### src/rtl/clock_set_controller.sv
// Time-set sequencer for the digital clock: hour/minute edit, blink,
// auto-repeat, inactivity abort and a one-cycle load strobe.
module clock_set_controller #(
    parameter int TIMEOUT_TICKS = 10,
    parameter int HOLD_TICKS    = 2
) (
    input  logic       clk,
    input  logic       reset,
    input  logic       tick_1hz,
    input  logic       btn_mode,
    input  logic       btn_inc,
    input  logic [4:0] cur_hours,
    input  logic [5:0] cur_minutes,
    output logic       run_en,
    output logic       load_en,
    output logic [4:0] load_hours,
    output logic [5:0] load_minutes,
    output logic [4:0] disp_hours,
    output logic [5:0] disp_minutes,
    output logic       blank_hr,
    output logic       blank_min,
    output logic       editing
);

    typedef enum logic [1:0] {
        RUN     = 2'd0,
        SET_HR  = 2'd1,
        SET_MIN = 2'd2,
        COMMIT  = 2'd3
    } state_t;

    state_t     state, state_n;
    logic       mode_prev, inc_prev;
    logic [4:0] edit_hr;
    logic [5:0] edit_min;
    logic       blink_phase;
    logic [5:0] tmo_cnt;
    logic [3:0] hold_cnt;

    logic mode_rise, inc_rise, rep_ev, inc_ev, tmo_hit;
    logic cap, hr_inc, min_inc, commit_ld;
    logic blink_clr, blink_tog, tmo_clr, tmo_inc;

    assign mode_rise = btn_mode & ~mode_prev;
    assign inc_rise  = btn_inc & ~inc_prev;
    assign rep_ev    = btn_inc & tick_1hz &
                       (hold_cnt == 4'(HOLD_TICKS));
    assign inc_ev    = inc_rise | rep_ev;
    assign tmo_hit   = tick_1hz & ~inc_rise &
                       (tmo_cnt == 6'(TIMEOUT_TICKS - 1));

    // State register; reset always lands in RUN with no load.
    always_ff @(posedge clk or posedge reset) begin
        if (reset) state <= RUN;
        else       state <= state_n;
    end

    // Next state, datapath controls and registered-state outputs.
    always_comb begin
        state_n      = state;
        cap          = 1'b0;
        hr_inc       = 1'b0;
        min_inc      = 1'b0;
        commit_ld    = 1'b0;
        blink_clr    = 1'b0;
        blink_tog    = 1'b0;
        tmo_clr      = 1'b0;
        tmo_inc      = 1'b0;
        run_en       = 1'b0;
        load_en      = 1'b0;
        editing      = 1'b0;
        blank_hr     = 1'b0;
        blank_min    = 1'b0;
        disp_hours   = edit_hr;
        disp_minutes = edit_min;
        unique case (state)
            RUN: begin
                run_en       = 1'b1;
                disp_hours   = cur_hours;
                disp_minutes = cur_minutes;
                if (mode_rise) begin
                    cap       = 1'b1;
                    blink_clr = 1'b1;
                    tmo_clr   = 1'b1;
                    state_n   = SET_HR;
                end
            end
            SET_HR: begin
                editing  = 1'b1;
                blank_hr = blink_phase;
                if (mode_rise) begin
                    blink_clr = 1'b1;
                    tmo_clr   = 1'b1;
                    state_n   = SET_MIN;
                end else if (tmo_hit) begin
                    state_n = RUN;
                end else begin
                    if (inc_ev) begin
                        hr_inc    = 1'b1;
                        blink_clr = 1'b1;
                    end else if (tick_1hz) begin
                        blink_tog = 1'b1;
                    end
                    if (inc_rise)      tmo_clr = 1'b1;
                    else if (tick_1hz) tmo_inc = 1'b1;
                end
            end
            SET_MIN: begin
                editing   = 1'b1;
                blank_min = blink_phase;
                if (mode_rise) begin
                    commit_ld = 1'b1;
                    tmo_clr   = 1'b1;
                    state_n   = COMMIT;
                end else if (tmo_hit) begin
                    state_n = RUN;
                end else begin
                    if (inc_ev) begin
                        min_inc   = 1'b1;
                        blink_clr = 1'b1;
                    end else if (tick_1hz) begin
                        blink_tog = 1'b1;
                    end
                    if (inc_rise)      tmo_clr = 1'b1;
                    else if (tick_1hz) tmo_inc = 1'b1;
                end
            end
            COMMIT: begin
                load_en = 1'b1;
                state_n = RUN;
            end
            default: state_n = RUN;
        endcase
    end

    // Button history, edit fields, blink, timeout and hold counters.
    always_ff @(posedge clk or posedge reset) begin
        if (reset) begin
            mode_prev    <= 1'b0;
            inc_prev     <= 1'b0;
            edit_hr      <= '0;
            edit_min     <= '0;
            blink_phase  <= 1'b0;
            tmo_cnt      <= '0;
            hold_cnt     <= '0;
            load_hours   <= '0;
            load_minutes <= '0;
        end else begin
            mode_prev <= btn_mode;
            inc_prev  <= btn_inc;
            if (!btn_inc)
                hold_cnt <= '0;
            else if (tick_1hz && hold_cnt != 4'(HOLD_TICKS))
                hold_cnt <= hold_cnt + 4'd1;
            if (cap) begin
                edit_hr  <= cur_hours;
                edit_min <= cur_minutes;
            end
            if (hr_inc)
                edit_hr <= (edit_hr == 5'd23) ? 5'd0 : edit_hr + 5'd1;
            if (min_inc)
                edit_min <= (edit_min == 6'd59) ? 6'd0 : edit_min + 6'd1;
            if (blink_clr)      blink_phase <= 1'b0;
            else if (blink_tog) blink_phase <= ~blink_phase;
            if (tmo_clr)      tmo_cnt <= '0;
            else if (tmo_inc) tmo_cnt <= tmo_cnt + 6'd1;
            if (commit_ld) begin
                load_hours   <= edit_hr;
                load_minutes <= edit_min;
            end
        end
    end

endmodule

### config.mk
export PLATFORM = sky130hd
export DESIGN_NAME = clock_set_controller
export DESIGN_NICKNAME = d
export VERILOG_FILES = /design/src/rtl/clock_set_controller.sv
export SDC_FILE = /design/constraint.sdc
export NUM_CORES = 1
export LEC_CHECK = 0
export ABC_AREA = 1
export BUFFER_PORTS_ARGS = -buffer_cell sky130_fd_sc_hd__buf_2
export CORE_MARGIN = 4
export CORE_UTILIZATION = 43
export DETAILED_ROUTE_END_ITERATION = 8
export SYNTH_ARGS = -nofsm -noshare
export SYNTH_HDL_FRONTEND = slang
export SYNTH_SLANG_ARGS = --single-unit
### constraint.sdc
create_clock -name clk -period 2.1 [get_ports clk]
set_input_delay 0.21 -clock clk [delete_from_list [all_inputs] [get_ports clk]]
set_output_delay 0.21 -clock clk [all_outputs]
set_load 0.005 [all_outputs]
==> impl_metrics.ini, run 1 <==
[status]
outcome = complete, no violations

[yosys]
post-synth-top-count-cell = nand2_1
synth_seq_cells = 37
ys.flop_type = dfrtp_1
async_flop_share_pct = 100
syn_area_um2 = 2270
ys_warn_count = 0
synth_edf_count = 0
synth_area_leaders = dfrtp_1, nand2_1, o21ai_0
ys_top_cells_by_count = nand2_1, dfrtp_1, inv_1, o21ai_0, nor2_1
synth_top_area_share_pct = 40.8
syn-num-nets = 314
postSynthCellCount = 288
synth_top_cell_by_area = dfrtp_1
avgSynthCellArea_um2 = 7.88
ys_seq_area_share_pct = 40.8
yosysUniqueCellTypes = 30

[clock_tree]
post_cts_buffers = 0
clkSlewWorstSetupHoldPaths_ns = 0.08
cts_tree = done
insertion_delay_ns = 0.29
cts_sinks = 37
cts-htree-levels = 2
cts_hold_buffers = 0
post_cts_resized = 0
cts_buffers = 5
cts_buffer_depth = 2
root_buffer = clkbuf_8

[sta]
post-route-min-period_ns = 1.77
fin_skew_ns = 0.00927
hold_viol_final = 0
tightest_slew_ns = 0.611
drv_slew = 0
fin_crit_sh_pct = 84.1
setup_violations = 0
slew_headroom_pct = 59.2
grt_setup_unrepaired = no
max_freq_ghz = 0.566
setup_tns_ns = 0

[finish]
area_delta_synth_final_pct = 18.5
diodes = 0
final_util_pct = 52.6
final_nets = 360
multi_input_area_um2 = 1140
drive_above_1_share_pct = 25.1
regArea_um2 = 926
fillCellCount = 510

[pwr]
switchingPower_w = 0.00147
p_per_area_nw_per_um2 = 1330
pwr-share-comb_pct = 45.8
pwr-share-seq_pct = 33.7
p_clk_share_pct = 20.5
p_int_w = 0.00211
totalPowerFinal_w = 0.00358
p_leak_nw = 1.39
ir_drop_mv = 0.515
sw_frac_of_total_pct = 41.1

[global_route]
grt_usage_pct = 16.9
grt_pass1_vias = 1856
gr-total-overflow = 0
grt_first_pass_wirelength_mm = 8.54
grt_max_degree = 38
antenna_found_initial = 0

[die]
design.die.area_um2 = 6500
fp.dieW_um = 80.6
fp.dieH_um = 80.6
start_util_pct = 44.4
core_um2 = 5110
std_cell_rows = 26
io_pins = 43

[worst_setup_path]
slowest_delay_ns = 0.41
cpMaxStageDelayCell = dfrtp_1
crit_required_ns = 1.89
cp_cell_sequence = inv_1, ha_1, buf_4, nand2_1, o21ai_0, buf_2
end_kind = output port
arrival_ns = 1.56
start_kind = flip-flop
cp_max_fo = 24
path_class = flip-flop to output port

[route]
drt_iter0_drc = 53
drc = 0
vias = 1945
wl_mm = 4.98
routedWlPerCell_um = 12.3
vias_per_cell = 4.80
drt_first_pass_iters = 4
drtAntennaViolNets = 0

[placed_design]
portBuffers = 42
gp_congestion = 0.812
hpwl_mm = 3.76

[job]
drv_cap = 0

[min_path]
min_path_type = input pin to asynchronous set/reset pin
## metrics by stage
step                      hold WS [ns]  worst slack, ns  cells  area [um^2]
after floorplan                  0.241            0.549    288         2270
final                           0.0141            0.334    405         2690
after global routing            0.0631            0.124    405         2690
after CTS                       0.0323            0.319    405         2690
after global placement           0.354            0.504    397         2550
after detailed placement         0.357            0.443    397         2550
## power groups by stage
stage               Combinational [W]  Clock (W)  Sequential, W
finish                        0.00164   0.000735        0.00121
global route                  0.00191   0.000796        0.00125
CTS                           0.00166   0.000764        0.00121
detailed placement            0.00165          0        0.00122
global placement              0.00164          0        0.00122
floorplan                     0.00113          0        0.00118
## layer usage
layer,part of all wire (%),global-route usage (%),vias to the layer above
met4,0.94,5.07,0
met5,0,0,-
met1,49,22.8,875
met2,46,26.6,35
met3,4.0,4.26,6
li1,-,-,1029
## cells in the final DEF, fill, tap and decap left out, types with 2 or more instances in the layout
master | Yosys | routed
inv_2 | 5 | 5
nand2_4 | 4 | 4
o211ai_1 | 3 | 3
buf_2 | 1 | 42
o21ai_0 | 35 | 35
nand3_1 | 18 | 18
ha_1 | 10 | 10
o21ai_1 | 4 | 4
nand4_1 | 5 | 5
nor2_2 | 2 | 2
nor2_1 | 21 | 21
xor2_1 | 2 | 2
clkbuf_8 | 0 | 5
nand3b_1 | 3 | 3
inv_1 | 37 | 37
a21oi_1 | 12 | 12
inv_4 | 2 | 2
bufinv_16 | 0 | 2
a21oi_2 | 2 | 2
o22ai_1 | 3 | 3
nand2_1 | 58 | 58
dfrtp_1 | 37 | 37
nand2_2 | 11 | 11
nand3_4 | 3 | 3
buf_4 | 0 | 2
## final timing paths
check / startpoint / end / slack [ns] / cells after the start
max: state[0] / disp_hours[0] / 0.33 / 6
min: reset / load_hours[2] / 0.01 / 3
max reg2reg: state[0] / tmo_cnt[4] / 0.45 / 10
min reg2reg: load_minutes[2] / load_minutes[2] / 0.49 / 2
max in group asynchronous: reset / hold_cnt[0] / 1.74 / 3
min in group clk: btn_mode / mode_prev / 0.08 / 1
## sequential cells by signal, summed over array words and instances, names as in the netlist, 2 cells and up
name / flops
tmo_cnt: 6
edit_hr: 5
hold_cnt: 4
edit_min: 6
state: 2
load_minutes: 6
load_hours: 5
## cells by family after synthesis
group | count (synthesis) | synth area share, %
simple gates | 127 | 28.9
compound gates | 62 | 14.9
buf+inv | 49 | 8.71
flops | 37 | 40.8
fa+ha+maj | 10 | 5.52
xor+xnor | 3 | 1.16
## cell type report
| type | instances | area share (%) |
|---|---|---|
| Timing Repair Buffer | 44 | 8.38 |
| Clock inverter | 3 | 2.42 |
| Sequential cell | 37 | 34.5 |
| Tap cell | 70 | 3.26 |
| Inverter | 44 | 6.33 |
| Multi-Input combinational cell | 202 | 42.6 |
| Clock buffer | 5 | 2.56 |
## critical path: cells and delay by family (launching register included)
family | cells | cell delay (ns)
AND/OR/NAND/NOR | 1 | 0.07
flip-flops | 1 | 0.41
adder cells (fa/ha/maj) | 1 | 0.19
buffers and inverters | 3 | 0.51
AO/OA/AOI/OAI | 1 | 0.08
Power figures use the tool's default switching activity.
==> run 2, diff against run 1 <==
- ABC_AREA: 1 -> 0
- PLACE_DENSITY: unset -> 0.67
- clock period: 2.1 -> 1.4 ns (I/O delays scaled with it)
==> run 2 against run 1 <==
Compared with the run above:
- the flow now finishes with violations (setup timing)
- sequential share of layout area shrank 7.1 points
- count of clock-buffer cells in the layout grew 2
- die area shrank 6.1%
- power grew 84%
- worst hold slack gained 0.074 ns
- area after synthesis shrank 6.8%
- sequential cell count is the same
- combinational power grew 150%
- setup slack lost 0.82 ns
- first-iteration DRC count grew 140%
==> impl_metrics.ini, run 2 <==
[route]
routedWlPerCell_um = 16.4
drt_first_pass_iters = 4
drc = 0
wl_mm = 6.43
drtAntennaViolNets = 0
vias = 2041
drt_iter0_drc = 129
vias_per_cell = 5.21

[clock_tree]
cts_buffers = 5
cts_tree = done
cts_buffer_depth = 2
insertion_delay_ns = 0.30
cts-htree-levels = 2
root_buffer = clkbuf_8
cts_sinks = 37
clkSlewWorstSetupHoldPaths_ns = 0.07

[worst_setup_path]
crit_required_ns = 1.58
end_kind = flip-flop
arrival_ns = 2.07
cp_max_fo = 5
slowest_delay_ns = 0.56
start_kind = flip-flop
cpMaxStageDelayCell = or4b_4
cp_cell_sequence = or4b_4, o221ai_4, o21ai_1, buf_4, o221a_2
path_class = flip-flop to flip-flop

[placed_design]
dpl_worst_slack_ns = -0.444
hpwl_mm = 3.76
gp_congestion = 0.803
portBuffers = 42

[global_route]
grt_max_degree = 38
grt_pass1_vias = 2082
gr-total-overflow = 0
grt_usage_pct = 19.9
antenna_found_initial = 0
grt_first_pass_wirelength_mm = 9.78

[pwr]
p_clk_share_pct = 12.7
sw_frac_of_total_pct = 35.4
p_per_area_nw_per_um2 = 1950
ir_drop_mv = 1.09
p_int_w = 0.00427
pwr-share-comb_pct = 60.8
pwr-share-seq_pct = 26.5
switchingPower_w = 0.00234
p_leak_nw = 1.67

[yosys]
synth_top_cell_by_area = dfrtp_1
yosysUniqueCellTypes = 45
synth_edf_count = 0
syn-num-nets = 234
synth_top_area_share_pct = 43.8
postSynthCellCount = 208
avgSynthCellArea_um2 = 10.2
synth_area_leaders = dfrtp_1, mux2_2, ha_1
ys.flop_type = dfrtp_1
syn_area_um2 = 2110
ys_warn_count = 0
synth_seq_cells = 37
ys_top_cells_by_count = dfrtp_1, nand2_1, mux2_2, nor2_1, o21ai_0
ys_seq_area_share_pct = 43.8
async_flop_share_pct = 100
post-synth-top-count-cell = dfrtp_1

[sta]
fin_skew_ns = 0.0134
hold_viol_final = 0
fin_hold_ws_ns = 0.0881
drv_slew = 0
setup_violations = 44
slew_headroom_pct = 67.6
setup_tns_ns = -12.61
max_freq_ghz = 0.531
post-route-min-period_ns = 1.88
tightest_slew_ns = 0.486
fin_crit_sh_pct = 135
worst_slack_ns = -0.484
grt_setup_unrepaired = yes

[die]
io_pins = 43
start_util_pct = 44.5
std_cell_rows = 25
fp.dieH_um = 78.1
core_um2 = 4750
fp.dieW_um = 78.1
design.die.area_um2 = 6100

[finish]
diodes = 0
area_delta_synth_final_pct = 59.9
layout_common_cells = buf_4, dfrtp_1, buf_2, buf_6, mux2_4
drive_above_1_share_pct = 51.7
top_regs = edit_min x6, load_minutes x6, tmo_cnt x6
final_nets = 350
final_common_cell = buf_4

[status]
violations = setup timing
outcome = complete, but fails checks

[job]
drv_cap = 0

[min_path]
min_path_type = input pin to flip-flop
run 2: final timing paths:
kind                              endpoint  slack (ns)     startpoint  cells after the start
min in group asynchronous       edit_hr[0]        0.48          reset                      4
hold reg to reg              load_hours[2]        0.50  load_hours[2]                      2
setup / recovery               edit_min[4]       -0.48     tmo_cnt[5]                      5
setup reg to reg               edit_min[4]       -0.48     tmo_cnt[5]                      5
hold / removal                   mode_prev        0.09       btn_mode                      2
max in group asynchronous  load_minutes[4]        0.56          reset                      4
run 2: area by class of cell:
class                           count  area [um^2]
Clock buffer                        7         96.3
Sequential cell                    37          926
Tap cell                           67         83.8
Clock inverter                      1         5.00
Inverter                           11         41.3
Multi-Input combinational cell    156         1340
Timing Repair Buffer              113          895
Fill cell                         339         1370
run 2: repair_timing:
item / in CTS / in global routing
setup buffers: 10 / 13
hold endpoints to repair: 37 / 0
setup endpoints to repair: 44 / 47
pin swaps: 8 / 8
resized for setup: 45 / 29
hold buffers: 1 / 0
cloned: 1 / 0
run 2: critical path, delay by kind of cell (launching register included):
family / cells / cell delay [ns]
flops: 1 / 0.38
simple gates: 1 / 0.56
compound gates: 3 / 0.68
buf+inv: 1 / 0.17
run 2: through the flow:
stage / cell area (um^2) / total power, W / instances / util, %
2_1_floorplan: 2200 / 0.00330 / 208 / -
3_3_place_gp: 2800 / 0.00442 / 361 / 58.8
3_5_place_dp: 2800 / 0.00449 / 361 / 58.8
4_1_cts: 3200 / 0.00607 / 381 / 67.2
5_1_grt: 3380 / 0.00698 / 392 / 71.1
6_report: 3380 / 0.00660 / 392 / 71.1
run 2: cell families after synthesis:
kind of cell	count (synthesis)	share of synthesized area, %
and+or+nand+nor	71	17.6
AOI/OAI and AO/OA	45	15.6
DFF	37	43.8
muxes	20	10.5
buffers and inverters	16	2.84
adders and majority gates	10	5.92
xor gates and xnor gates	9	3.73
run 2: power by group through the flow:
| stage | sequential [W] | clock, W | combinational [W] |
|---|---|---|---|
| finish | 0.00175 | 0.000836 | 0.00402 |
| global placement | 0.00172 | 0 | 0.00270 |
| floorplan | 0.00177 | 0 | 0.00154 |
| global route | 0.00180 | 0.000887 | 0.00430 |
| detailed placement | 0.00174 | 0 | 0.00275 |
| CTS | 0.00172 | 0.000841 | 0.00351 |
run 2: per-layer routing:
layer / routed length [um] / share of wire, % / vias to the layer above / global-route usage [%]
met5: 0 / 0 / - / 0
met4: 170 / 2.6 / 0 / 7.69
met3: 270 / 4.2 / 17 / 3.10
met2: 3280 / 51 / 55 / 34.4
met1: 2710 / 42 / 993 / 25.0
li1: - / - / 976 / -
==> run 3, diff against run 2 <==
--- a/config.mk
+++ b/config.mk
@@ -10,5 +10,5 @@
 export CORE_MARGIN = 4
-export CORE_UTILIZATION = 43
+export CORE_UTILIZATION = 45
 export DETAILED_ROUTE_END_ITERATION = 8
-export PLACE_DENSITY = 0.67
+export PLACE_DENSITY = 0.7
 export SYNTH_ARGS = -nofsm -noshare
==> constraint.sdc (replaced) <==
create_clock -name clk -period 1.4 [get_ports clk]
set_input_delay 0.21 -clock clk [delete_from_list [all_inputs] [get_ports clk]]
set_output_delay 0.21 -clock clk [all_outputs]
set_load 0.005 [all_outputs]
==> run 3 against run 2 <==
Compared with the run above:
- the run still ends with setup timing left
- count of clock-buffer cells in the layout stayed put
- power up 0.38%
- routed wire length is 6.5% lower
- clock power decreased by 8.9%
- via count down 0.24%
- non-clock buffer count down 1
- sequential cell count is the same
- clock skew decreased by 0.0082 ns
- first-iteration DRC count grew 45%
- die area is 4.0% lower
- cell count shrank 4.3%
- highest routed layer unchanged
==> impl_metrics.ini, run 3 (synthesis gave the netlist of run 2 again) <==
[job]
drv_cap = 0

[finish]
layout_common_cells = buf_4, dfrtp_1, buf_6, buf_2, mux2_4
fin_area_um2 = 3360
drive_above_1_share_pct = 50.2
top_regs = edit_min x6, load_minutes x6, tmo_cnt x6
fillCellCount = 285
area_delta_synth_final_pct = 58.8
diodes = 0
final_nets = 349
final_common_cell = buf_4

[pwr]
p_leak_nw = 1.66
totalPowerFinal_w = 0.00663
p_clk_share_pct = 11.5
p_int_w = 0.00434
p_per_area_nw_per_um2 = 1970
pwr-share-comb_pct = 62.1
sw_frac_of_total_pct = 34.5
switchingPower_w = 0.00229
ir_drop_mv = 0.855
pwr-share-seq_pct = 26.4

[worst_setup_path]
cpMaxStageDelayCell = or4b_4
crit_required_ns = 1.58
path_class = flip-flop to flip-flop
arrival_ns = 2.11
start_kind = flip-flop
slowest_delay_ns = 0.55
cp_max_fo = 6
end_kind = flip-flop
cp_cell_sequence = or4b_4, o221ai_4, o21ai_1, a21boi_1, o221a_2

[sta]
post-route-min-period_ns = 1.92
fin_crit_sh_pct = 137
tightest_slew_ns = 0.324
hold_viol_final = 0
setup_tns_ns = -13.81
drv_slew = 0
grt_setup_unrepaired = yes
setup_violations = 45
worst_slack_ns = -0.521
fin_skew_ns = 0.00522
slew_headroom_pct = 78.3
max_freq_ghz = 0.520

[placed_design]
placed_area_um2 = 2800
gp_congestion = 0.870
hpwl_mm = 3.79
portBuffers = 42

[clock_tree]
cts_buffer_depth = 2
cts_tree = done
cts_buffers = 5
root_buffer = clkbuf_8
clkSlewWorstSetupHoldPaths_ns = 0.07
cts-htree-levels = 2
insertion_delay_ns = 0.29
cts_sinks = 37

[global_route]
grt_first_pass_wirelength_mm = 9.62
gr-total-overflow = 0
grt_max_degree = 21
antenna_found_initial = 0
grt_pass1_vias = 1992
grt_usage_pct = 20.6

[status]
outcome = complete, but fails checks
violations = setup timing

[route]
drc = 0
vias_per_cell = 5.43
drt_first_pass_iters = 4
wl_mm = 6.01
drtAntennaViolNets = 0
vias = 2036
drt_iter0_drc = 187
routedWlPerCell_um = 16.0

[die]
io_pins = 43
std_cell_rows = 24
core_um2 = 4440
fp.dieH_um = 76.6
start_util_pct = 47.6
design.die.area_um2 = 5860
fp.dieW_um = 76.6

[min_path]
min_path_type = input pin to flip-flop
## run 3: worst paths after layout
path	startpoint	endpoint	slack, ns	cells past startpoint
worst max-delay path	tmo_cnt[2]	edit_min[3]	-0.52	5
worst min-delay path	btn_mode	mode_prev	0.05	1
worst max register to register	tmo_cnt[2]	edit_min[3]	-0.52	5
worst min register to register	load_hours[3]	load_hours[3]	0.49	2
max in group asynchronous	reset	state[1]	0.65	4
min in group asynchronous	reset	load_minutes[3]	0.50	4
## run 3: layer usage
layer | up-vias | share of wire [%] | track usage [%]
met1 | 977 | 41 | 25.6
li1 | 969 | - | -
met2 | 77 | 51 | 34.4
met5 | - | 0 | 0
met3 | 13 | 5.7 | 3.90
met4 | 0 | 2.0 | 9.78
## run 3: worst max-delay path, delay by kind of cell, from the launching register on
| kind | cells | cell delay (ns) |
|---|---|---|
| compound gates | 4 | 0.89 |
| flops | 1 | 0.38 |
| simple gates | 1 | 0.55 |
## run 3: power by group through the flow
stage	registers [W]	clock network [W]	logic, W
after floorplan	0.00177	0	0.00154
after global placement	0.00172	0	0.00275
after detailed placement	0.00174	0	0.00280
after CTS	0.00173	0.000773	0.00375
after global routing	0.00181	0.000838	0.00441
final	0.00175	0.000762	0.00412
## run 3: timing repair
| item | CTS | global route |
|---|---|---|
| gates resized for setup | 53 | 23 |
| setup buffers | 13 | 12 |
| hold buffers | 1 | 0 |
| hold endpoints to repair | 37 | 0 |
| endpoints found under the setup margin | 46 | 47 |
| gates cloned | 2 | 0 |
| pin swaps | 4 | 7 |
## run 3: metrics by stage
step | std cells | setup WS (ns) | util, % | hold WS [ns]
finish | 375 | -0.521 | 75.6 | 0.0533
global route | 375 | -0.607 | 75.6 | 0.0512
CTS | 368 | -0.505 | 72.9 | 0.0532
detailed placement | 347 | -0.504 | 62.9 | 0.265
global placement | 347 | -0.468 | 62.9 | 0.262
floorplan | 208 | -0.466 | - | 0.241
## run 3: cell type report
type	instances	area, um^2	share of cell area (%)
Clock buffer	7	86.3	2.57
Inverter	11	41.3	1.23
Tap cell	52	65.1	1.94
Sequential cell	37	926	27.6
Timing Repair Buffer	112	915	27.2
Multi-Input combinational cell	156	1330	39.5
